File: src/rtl/pipeline_ctrl_pkg.sv
// Shared types for the pipeline sequencer: register index type, sequencer
// state and latch-vector bit positions.
package pipeline_ctrl_pkg;

  typedef logic [4:0] regbits_t;

  typedef enum logic [1:0] {
    RUN    = 2'd0,
    DRAIN  = 2'd1,
    HALTED = 2'd2
  } pipe_state_t;

  // Bit positions in the 4-wide latch control vectors.
  localparam int IFID  = 3;
  localparam int IDEX  = 2;
  localparam int EXMEM = 1;
  localparam int MEMWB = 0;

  // A latch that is flushed must not also report itself as advancing.
  function automatic logic [3:0] gate_en(input logic [3:0] en, input logic [3:0] flush);
    return en & ~flush;
  endfunction

endpackage

File: src/rtl/pipeline_ctrl_if.sv
// Hazard inputs and latch/PC control outputs of the pipeline sequencer.
// master = sequencer side, slave = datapath side.
interface pipeline_ctrl_if;
  import pipeline_ctrl_pkg::*;

  logic     ihit;
  logic     dhit;
  logic     exmem_dreq;
  logic     idex_dREN;
  regbits_t idex_wsel;
  regbits_t ifid_rs;
  regbits_t ifid_rt;
  logic     branch_ex;
  logic     jump_id;
  logic     halt_id;
  logic     halt_wb;

  logic     pc_en;
  logic     ifid_en;
  logic     idex_en;
  logic     exmem_en;
  logic     memwb_en;
  logic     ifid_flush;
  logic     idex_flush;
  logic     exmem_flush;
  logic     memwb_flush;
  logic     halt;
  logic     halt_timeout;

  modport master (
    input  ihit, dhit, exmem_dreq, idex_dREN, idex_wsel, ifid_rs, ifid_rt,
           branch_ex, jump_id, halt_id, halt_wb,
    output pc_en, ifid_en, idex_en, exmem_en, memwb_en,
           ifid_flush, idex_flush, exmem_flush, memwb_flush, halt, halt_timeout
  );

  modport slave (
    output ihit, dhit, exmem_dreq, idex_dREN, idex_wsel, ifid_rs, ifid_rt,
           branch_ex, jump_id, halt_id, halt_wb,
    input  pc_en, ifid_en, idex_en, exmem_en, memwb_en,
           ifid_flush, idex_flush, exmem_flush, memwb_flush, halt, halt_timeout
  );

endinterface

File: src/rtl/pipeline_ctrl_hazard_detect.sv
// Load-use hazard compare: the load in EX writes a register the
// instruction in ID reads ($zero never creates a dependency).
module hazard_detect
  import pipeline_ctrl_pkg::*;
(
  input  logic     idex_dREN,
  input  regbits_t idex_wsel,
  input  regbits_t ifid_rs,
  input  regbits_t ifid_rt,
  output logic     luse
);

  assign luse = idex_dREN && (idex_wsel != '0) &&
                ((idex_wsel == ifid_rs) || (idex_wsel == ifid_rt));

endmodule

File: src/rtl/pipeline_ctrl.sv
// Pipeline sequencer: per-cycle advance/hold/bubble for PC and latches,
// halt drain with timeout. STALL_COUNTERS_EN adds stall/flush counters.
module pipeline_ctrl
  import pipeline_ctrl_pkg::*;
#(
  parameter int DRAIN_MAX = 8
`ifdef STALL_COUNTERS_EN
  , parameter int CNT_W   = 32
`endif
) (
  input  logic CLK,
  input  logic RST,
  pipeline_ctrl_if.master pif
`ifdef STALL_COUNTERS_EN
  , output logic [CNT_W-1:0] stall_cnt
  , output logic [CNT_W-1:0] flush_cnt
`endif
);

  localparam int DW = $clog2(DRAIN_MAX + 1);
  localparam logic [DW-1:0] DMAX = DW'(DRAIN_MAX);

  pipe_state_t   state_q, state_d;
  logic [DW-1:0] drain_cnt_q, drain_cnt_d;
  logic          halt_timeout_q, halt_timeout_d;

  logic          luse;
  logic          dstall;
  logic          pc_en;
  logic [3:0]    en;
  logic [3:0]    flush;
  logic [3:0]    en_out;

  hazard_detect u_hazard_detect (
    .idex_dREN (pif.idex_dREN),
    .idex_wsel (pif.idex_wsel),
    .ifid_rs   (pif.ifid_rs),
    .ifid_rt   (pif.ifid_rt),
    .luse      (luse)
  );

  assign dstall = pif.exmem_dreq & ~pif.dhit;

  always_comb begin
    pc_en          = 1'b1;
    en             = '1;
    flush          = '0;
    state_d        = state_q;
    drain_cnt_d    = drain_cnt_q;
    halt_timeout_d = halt_timeout_q;

    unique case (state_q)
      RUN: begin
        if (dstall) begin
          pc_en        = 1'b0;
          en[IFID]     = 1'b0;
          en[IDEX]     = 1'b0;
          en[EXMEM]    = 1'b0;
          flush[MEMWB] = 1'b1;
        end else if (pif.branch_ex) begin
          flush[IFID]  = 1'b1;
          flush[IDEX]  = 1'b1;
        end else if (luse) begin
          pc_en        = 1'b0;
          en[IFID]     = 1'b0;
          flush[IDEX]  = 1'b1;
        end else if (pif.jump_id) begin
          flush[IFID]  = 1'b1;
        end else if (!pif.ihit) begin
          pc_en        = 1'b0;
          flush[IFID]  = 1'b1;
        end
        // A halt squashed by a branch, or held by a stall, is not yet committed.
        if (pif.halt_id && !dstall && !pif.branch_ex && !luse) begin
          state_d     = DRAIN;
          drain_cnt_d = '0;
        end
      end
      DRAIN: begin
        pc_en       = 1'b0;
        flush[IFID] = 1'b1;
        if (dstall) begin
          en[IFID]     = 1'b0;
          en[IDEX]     = 1'b0;
          en[EXMEM]    = 1'b0;
          flush[MEMWB] = 1'b1;
        end else if (drain_cnt_q != DMAX) begin
          drain_cnt_d = drain_cnt_q + 1'b1;
        end
        if (pif.halt_wb) begin
          state_d = HALTED;
        end else if (drain_cnt_d == DMAX) begin
          state_d        = HALTED;
          halt_timeout_d = 1'b1;
        end
      end
      HALTED: begin
        pc_en = 1'b0;
        en    = '0;
      end
      default: state_d = RUN;
    endcase
  end

  assign en_out = gate_en(en, flush);

  // Reset overrides every control output with a full bubble.
  assign pif.pc_en        = RST ? 1'b0 : pc_en;
  assign pif.ifid_en      = RST ? 1'b0 : en_out[IFID];
  assign pif.idex_en      = RST ? 1'b0 : en_out[IDEX];
  assign pif.exmem_en     = RST ? 1'b0 : en_out[EXMEM];
  assign pif.memwb_en     = RST ? 1'b0 : en_out[MEMWB];
  assign pif.ifid_flush   = RST | flush[IFID];
  assign pif.idex_flush   = RST | flush[IDEX];
  assign pif.exmem_flush  = RST | flush[EXMEM];
  assign pif.memwb_flush  = RST | flush[MEMWB];
  assign pif.halt         = (state_q == HALTED);
  assign pif.halt_timeout = halt_timeout_q;

  always_ff @(posedge CLK) begin
    if (RST) begin
      state_q        <= RUN;
      drain_cnt_q    <= '0;
      halt_timeout_q <= 1'b0;
    end else begin
      state_q        <= state_d;
      drain_cnt_q    <= drain_cnt_d;
      halt_timeout_q <= halt_timeout_d;
    end
  end

`ifdef STALL_COUNTERS_EN
  logic [CNT_W-1:0] stall_cnt_q, stall_cnt_d;
  logic [CNT_W-1:0] flush_cnt_q, flush_cnt_d;

  always_comb begin
    stall_cnt_d = stall_cnt_q;
    flush_cnt_d = flush_cnt_q;
    if ((state_q != HALTED) && !pc_en)
      stall_cnt_d = stall_cnt_q + 1'b1;
    if ((state_q == RUN) && (flush[IFID] || flush[IDEX]))
      flush_cnt_d = flush_cnt_q + 1'b1;
  end

  always_ff @(posedge CLK) begin
    if (RST) begin
      stall_cnt_q <= '0;
      flush_cnt_q <= '0;
    end else begin
      stall_cnt_q <= stall_cnt_d;
      flush_cnt_q <= flush_cnt_d;
    end
  end

  assign stall_cnt = stall_cnt_q;
  assign flush_cnt = flush_cnt_q;
`endif

endmodule

File: src/flat_wrapper.sv
// flat-port wrapper written by rule: the top's interface ports become plain ports
module pipeline_ctrl_flat import pipeline_ctrl_pkg::*;
#(
  parameter int DRAIN_MAX = 8

)
  (CLK, RST, pif_ihit, pif_dhit, pif_exmem_dreq, pif_idex_dREN, pif_idex_wsel, pif_ifid_rs, pif_ifid_rt, pif_branch_ex, pif_jump_id, pif_halt_id, pif_halt_wb, pif_pc_en, pif_ifid_en, pif_idex_en, pif_exmem_en, pif_memwb_en, pif_ifid_flush, pif_idex_flush, pif_exmem_flush, pif_memwb_flush, pif_halt, pif_halt_timeout);
  pipeline_ctrl_if pif_i ();
  input  logic CLK;
  input  logic RST;
  input wire logic [$bits(pif_i.ihit)-1:0] pif_ihit;
  input wire logic [$bits(pif_i.dhit)-1:0] pif_dhit;
  input wire logic [$bits(pif_i.exmem_dreq)-1:0] pif_exmem_dreq;
  input wire logic [$bits(pif_i.idex_dREN)-1:0] pif_idex_dREN;
  input wire logic [$bits(pif_i.idex_wsel)-1:0] pif_idex_wsel;
  input wire logic [$bits(pif_i.ifid_rs)-1:0] pif_ifid_rs;
  input wire logic [$bits(pif_i.ifid_rt)-1:0] pif_ifid_rt;
  input wire logic [$bits(pif_i.branch_ex)-1:0] pif_branch_ex;
  input wire logic [$bits(pif_i.jump_id)-1:0] pif_jump_id;
  input wire logic [$bits(pif_i.halt_id)-1:0] pif_halt_id;
  input wire logic [$bits(pif_i.halt_wb)-1:0] pif_halt_wb;
  output wire logic [$bits(pif_i.pc_en)-1:0] pif_pc_en;
  output wire logic [$bits(pif_i.ifid_en)-1:0] pif_ifid_en;
  output wire logic [$bits(pif_i.idex_en)-1:0] pif_idex_en;
  output wire logic [$bits(pif_i.exmem_en)-1:0] pif_exmem_en;
  output wire logic [$bits(pif_i.memwb_en)-1:0] pif_memwb_en;
  output wire logic [$bits(pif_i.ifid_flush)-1:0] pif_ifid_flush;
  output wire logic [$bits(pif_i.idex_flush)-1:0] pif_idex_flush;
  output wire logic [$bits(pif_i.exmem_flush)-1:0] pif_exmem_flush;
  output wire logic [$bits(pif_i.memwb_flush)-1:0] pif_memwb_flush;
  output wire logic [$bits(pif_i.halt)-1:0] pif_halt;
  output wire logic [$bits(pif_i.halt_timeout)-1:0] pif_halt_timeout;
  assign pif_i.ihit = pif_ihit;
  assign pif_i.dhit = pif_dhit;
  assign pif_i.exmem_dreq = pif_exmem_dreq;
  assign pif_i.idex_dREN = pif_idex_dREN;
  assign pif_i.idex_wsel = pif_idex_wsel;
  assign pif_i.ifid_rs = pif_ifid_rs;
  assign pif_i.ifid_rt = pif_ifid_rt;
  assign pif_i.branch_ex = pif_branch_ex;
  assign pif_i.jump_id = pif_jump_id;
  assign pif_i.halt_id = pif_halt_id;
  assign pif_i.halt_wb = pif_halt_wb;
  assign pif_pc_en = pif_i.pc_en;
  assign pif_ifid_en = pif_i.ifid_en;
  assign pif_idex_en = pif_i.idex_en;
  assign pif_exmem_en = pif_i.exmem_en;
  assign pif_memwb_en = pif_i.memwb_en;
  assign pif_ifid_flush = pif_i.ifid_flush;
  assign pif_idex_flush = pif_i.idex_flush;
  assign pif_exmem_flush = pif_i.exmem_flush;
  assign pif_memwb_flush = pif_i.memwb_flush;
  assign pif_halt = pif_i.halt;
  assign pif_halt_timeout = pif_i.halt_timeout;
  pipeline_ctrl #(.DRAIN_MAX(DRAIN_MAX)) u_core (.CLK(CLK), .RST(RST), .pif(pif_i));
endmodule
File: config.mk
export PLATFORM = sky130hd
export DESIGN_NAME = pipeline_ctrl_flat
export DESIGN_NICKNAME = d
export VERILOG_FILES = /design/src/rtl/pipeline_ctrl_pkg.sv /design/src/rtl/pipeline_ctrl_if.sv /design/src/rtl/pipeline_ctrl_hazard_detect.sv /design/src/rtl/pipeline_ctrl.sv /design/src/flat_wrapper.sv
export SDC_FILE = /design/constraint.sdc
export NUM_CORES = 1
export LEC_CHECK = 0
export ABC_AREA = 1
export CAP_MARGIN = 15
export CORE_MARGIN = 2
export CORE_UTILIZATION = 40
export DETAILED_ROUTE_END_ITERATION = 7
export PLACE_DENSITY = 0.71
export SYNTH_ARGS = -nofsm -noshare
export SYNTH_HDL_FRONTEND = slang
export SYNTH_SLANG_ARGS = --single-unit
File: constraint.sdc
create_clock -name CLK -period 2.25 [get_ports CLK]
set_clock_uncertainty 0.05 [all_clocks]
set_input_delay 0.225 -clock CLK [delete_from_list [all_inputs] [get_ports CLK]]
set_output_delay 0.225 -clock CLK [all_outputs]
set_load 0.005 [all_outputs]
## Word level (Yosys, flattened, before mapping)

Cells that the tools add are included.

| word-level totals | value |
|---|---|
| latch bits | 0 |
| register bits | 7 |
| memory bits (read-only) | 0 |
| output and inout port bits | 11 |
| memories kept | 0 |
| input port bits | 25 |
| logic and storage cells | 75 |
| memory bits (writable) | 0 |

| operators by class | value |
|---|---|
| shift-type cells | 0 |
| multiplexer cells | 37 |
| $lt $le $gt $ge | 0 |
| bitwise logic cells | 9 |
| divide/modulo/power cells | 0 |
| add/sub/neg operators | 1 |
| multiply operators | 0 |
| reduce and logical (&&, ||, !) cells | 17 |
| equal/unequal tests | 8 |

Operators with widths:

| kind | number |
|---|---|
| $mux W1 | 21 |
| $mux W4 | 4 |
| $mux W2 | 6 |
| $eq A5 B5 Y1 | 2 |
| $pmux W3 S3 | 1 |
| $pmux W4 S2 | 1 |
| $pmux W2 S3 | 1 |
| $reduce_and A3 Y1 | 2 |
| $logic_and A1 B1 Y1 | 5 |
| $reduce_bool A5 Y1 | 1 |
| $add A4 B1 Y4 const B | 1 |
| $and A4 B4 Y4 | 1 |
| $eq A4 B4 Y1 const B | 1 |
| $ne A4 B4 Y1 const B | 1 |
| $not A4 Y4 | 1 |
| $pmux W1 S2 | 2 |
| $reduce_or A2 Y1 | 2 |
| $logic_not A1 Y1 | 3 |
| $mux W3 | 1 |
| $ne A3 B2 Y1 const B | 1 |
| $not A1 Y1 | 3 |
| $or A1 B1 Y1 | 3 |
| $eq A2 B1 Y1 const B | 1 |
| $eq A2 B2 Y1 const B | 1 |
| other kinds (6) | 6 |

## Depth between registers and ports, before layout

| logic depth | value |
|---|---|
| depth after elaboration | 10 |
| mapped depth | 13 |
| mapped depth without buffers | 13 |

## Cells and area by module

A second synthesis with hierarchy kept.

| unflattened totals | value |
|---|---|
| cell total of the unflattened synthesis | 152 |
| area, all modules | 883.3 µm² |

By module, submodules not included:

| module | seq. area each (µm²) | cells each | instances | area each (µm²) |
|---|---|---|---|---|
| pipeline_ctrl | 140.1 | 107 | 1 | 688.2 |
| hazard_detect | 0.0 | 45 | 1 | 195.2 |

## Worst setup path after synthesis

Ideal clock, no wire load.

| timing path | value |
|---|---|
| path type | reg2reg |
| start point | reg u_core.drain_cnt_q[0] |
| end point | reg u_core.state_q[1] |
| clock period less this slack | 1614 ps |
| path slack | 636 ps |
| path buffers | 0 |
| cell stages (with the launch flop) | 13 |
| required time | 2087 ps |
| data arrival time | 1450 ps |
| setup time | 113 ps |
| cells stage by stage | dfxtp_1 > inv_1 > ha_1 > inv_1 > nand2_1 > o21ai_0 > nand3_1 > nor2_2 > nor2_2 > nor2_4 > nand3_1 > nand2_1 > nor2_1 |

| on the way | value |
|---|---|
| longest elaborated chain between the ends | 7 |
| elaborated cells on any way between the ends | 8 |
| classes of those cells | add/sub: 1; eq/ne: 3; mux: 3; reduce/logical: 1 |

Ends and longest elaborated chain:

| item | RTL line | RTL |
|---|---|---|
| start: declaration | pipeline_ctrl.sv:24 | `logic [DW-1:0] drain_cnt_q, drain_cnt_d;` |
| start signal: assignment | pipeline_ctrl.sv:127 | `drain_cnt_q <= drain_cnt_d;` |
| $add A4 B1 Y4 / $ne A4 B4 Y1 (equally long branches) | pipeline_ctrl.sv:88, pipeline_ctrl.sv:87 |  |
| $mux W4 | pipeline_ctrl.sv:87 | `end else if (drain_cnt_q != DMAX) begin` |
| $mux W4 * | pipeline_ctrl.sv:82 | `if (dstall) begin` |
| $mux W4 * | pipeline_ctrl.sv:52 | `unique case (state_q)` |
| $eq A4 B4 Y1 * | pipeline_ctrl.sv:92 | `end else if (drain_cnt_d == DMAX) begin` |
| $ne A3 B2 Y1 (no line) * | - |  |
| $reduce_and A3 Y1 (no line) * | - |  |
| end signal: assignment | pipeline_ctrl.sv:126 | `state_q <= state_d;` |
| end: declaration | pipeline_ctrl.sv:23 | `pipe_state_t state_q, state_d;` |

Mark *: on every way between the ends. The rest lies on a longest branch, timed or not. The select of a mux whose other input is x is not followed.
A chain may end at the register's enable or synchronous reset.

## Worst setup path in the final report

| timing path | value |
|---|---|
| start point | in pif_ifid_rt[0] |
| end point | out pif_pc_en |

| on the way | value |
|---|---|
| longest elaborated chain between the ends | 8 |

Ends and longest elaborated chain:

| item | RTL line | RTL |
|---|---|---|
| start: declaration | flat_wrapper.sv:17 | `input wire logic [$bits(pif_i.ifid_rt)-1:0] pif_ifid_rt;` |
| $eq A5 B5 Y1 | pipeline_ctrl_hazard_detect.sv:14 | `((idex_wsel == ifid_rs) \|\| (idex_wsel == ifid_rt));` |
| $logic_or A1 B1 Y1 | pipeline_ctrl_hazard_detect.sv:14 |  |
| $logic_and A1 B1 Y1 | pipeline_ctrl_hazard_detect.sv:13 | `assign luse = idex_dREN && (idex_wsel != '0) &&` |
| $mux W1 | pipeline_ctrl.sv:63 | `end else if (luse) begin` |
| $mux W1 | pipeline_ctrl.sv:60 | `end else if (pif.branch_ex) begin` |
| $mux W1 | pipeline_ctrl.sv:54 | `if (dstall) begin` |
| $pmux W1 S2 | pipeline_ctrl.sv:52 |  |
| $mux W1 | pipeline_ctrl.sv:108 | `assign pif.pc_en = RST ? 1'b0 : pc_en;` |
| end: declaration | flat_wrapper.sv:22 | `output wire logic [$bits(pif_i.pc_en)-1:0] pif_pc_en;` |

Every way passes these cells.

==> impl_metrics.ini <==
[outcome]
status = finished, final reports clean

[setup_path]
critPathCapture = pif_pc_en
reg2reg_to = u_core.state_q[1]
cp_data_required_time_ns = 1.98
critPathKind = in2out
crit_arrival_ns = 1.85
worstSetupStartpointType = primary input
r2r-start = u_core.drain_cnt_q[0]
cp-end-kind = output pin
rrSetupSlack_ns = 0.44
cp_max_fo = 2
cp-startpoint = pif_ifid_rt[0]
reg2reg_depth = 12

[power_and_ir_drop]
vdd_drop_max_uv = 550.6
powerDensity_mw_per_mm2 = 662.5
leakagePower_nw = 0.7228
p_total_uw = 911.0

[floorplanning]
die_area_mm2 = 0.002614
die_h_um = 51.13
start_util_pct = 41.35
num_io_pins = 36
die_w_um = 51.13
rows = 17
core_area_mm2 = 0.002148

[final_layout]
layout-area-overhead-vs-synth_pct = 54.79
final_common_cell = nand2_1
layout_common_cells = 45 x nand2_1, 26 x clkdlybuf4s50_1, 22 x inv_1
stdcell_area_mm2 = 0.001375
drive_gt1_share_pct = 18.05
antennaDiodeCount = 0
nets = 237

[detailed_routing]
viasPerCell = 4.704
first_iter_violations = 23
dr.pass1.iters = 4
vias = 1096
drtAntennaViolNets = 0
routed_wl_mm = 2.424
wl_per_cell_um = 10.40
drc = 0

[grt]
grt_pass1_vias = 1028
grtUsageTotal_pct = 20.60
grt_overflow = 0
grt_max_degree = 14
antenna_found_initial = 0
grt_pass1_wl_mm = 4.181

[placement]
port_buffers = 35
dpl.hpwl_mm = 2.056
placed_area_mm2 = 0.001334
finalWeightedCongestion = 0.8453

[logic_synthesis]
ys_ff_latch = 7
yosysUniqueCellTypes = 23
syn_area_um2 = 888.4
yosysSeqAreaShare_pct = 15.77
synth.top_cell.area_share_pct = 19.01
postSynthCellCount = 158
synth_area_leaders = nand2_1 19%, dfxtp_1 16%, inv_1 11%
synth_area_per_cell_um2 = 5.622
synth.largest_area_cell = nand2_1
yosysWarnings = 0
syn_nets = 189

[clocking]
post_cts_buffers = 0
clk_latency_ns = 0.26
clockRootBuffer = clkbuf_4
cts_buffers = 3
clk_pin_slew_ns = 0.06
cts_tree = built
clk_path_buf_depth = 2
clock_sinks = 7
cts.htree.levels = 1

[sta]
fin_crit_sh_pct = 94.64
report.final.slew_viol_count = 0
tightest_slew_ns = 0.2624
hold_violations = 0
fin_tns_setup_ns = 0
finalSetupViolCount = 0
fin_crit_ns = 2.129
holdWs_ns = 0.4262
fmax_mhz = 469.6
max-slew-margin-rel_pct = 82.51

[min_path]
hp-class = reg2reg
min_from = u_core.pif.halt_timeout
holdPathStages = 2

[run]
maxCapViolCount = 0
[flip-flops by register name, summed over array words and instances, names as in the netlist]
name	cells
u_core.drain_cnt_q	4
u_core.state_q	2
u_core.pif.halt_timeout	1
[cell type report]
class                   instances  area [um^2]
clock buffers                   4        26.28
fillers                       213        773.2
inverters                      28        105.1
multi-input cells             119        619.3
flip-flops and latches          7        140.1
well taps                      28        35.03
repair buffers                 47        449.2
[critical path, cell delays in order]
cell	delay, ns
clkdlybuf4s50_1	0.48
nor2_1	0.04
nor2_1	0.12
nor2_1	0.05
nand3_1	0.06
nand2_1	0.07
nand3_1	0.08
nand3_1	0.09
a21oi_2	0.13
clkdlybuf4s50_1	0.51
[where the power goes]
part	leakage (nW)	switching [mW]	internal, mW
clock network	0.0150	0.0484	0.0678
registers	0.0568	0.0186	0.146
logic	0.651	0.321	0.310
[cells by family after synthesis]
group                      count (synthesis)  synth area share (%)
buffers and inverters                     32                 15.21
and+or+nand+nor                           93                 47.61
AOI/OAI and AO/OA                         18                 10.99
DFF                                        7                 15.77
xor gates and xnor gates                   2                 1.972
adders and majority gates                  6                 8.450
[layer usage]
metal,vias to the layer above,global-route usage (%),part of all wire (%)
met5,-,0,0
met4,0,1.351,0
met3,0,4.386,4.6
met2,28,37.45,50
met1,483,25.75,45
li1,585,-,-
[worst min-delay path by stage]
stage	end	slack, ns
2_1_floorplan	u_core.drain_cnt_q[0]	0.24
3_3_place_gp	u_core.pif.halt_timeout	0.40
3_5_place_dp	u_core.pif.halt_timeout	0.41
4_1_cts	u_core.pif.halt_timeout	0.43
5_1_grt	u_core.pif.halt_timeout	0.49
6_report	u_core.pif.halt_timeout	0.43
[stage by stage]
stage / setup slack, ns / cells / util (%)
after floorplan: 0.6364 / 158 / -
after global placement: -0.1344 / 229 / 62.09
after detailed placement: -0.1690 / 229 / 62.09
after CTS: 0.03069 / 233 / 63.19
after global routing: -0.001588 / 233 / 64.01
final: 0.1205 / 233 / 64.01
[synthesized netlist by cell type]
master	count
nand2_1	45
inv_1	26
nand3_1	18
nor2_1	14
a21oi_1	10
nand2_2	8
dfxtp_1	7
ha_1	6
o21ai_0	5
nor2_2	3
buf_4	2
inv_2	2
xnor2_1	2
a21boi_0	1
a21oi_2	1
a31oi_1	1
buf_6	1
clkbuf_1	1
nand3_2	1
nand3b_1	1
nand4_1	1
nor2_4	1
nor3b_1	1
[timing repair]
action | 4_1_cts | 5_1_grt
gates resized for setup | 7 | 11
endpoints found under the setup margin | 5 | 2
pin swaps | 0 | 1
hold buffers | 0 | 0
No activity file was read; power rests on OpenSTA's default activity.
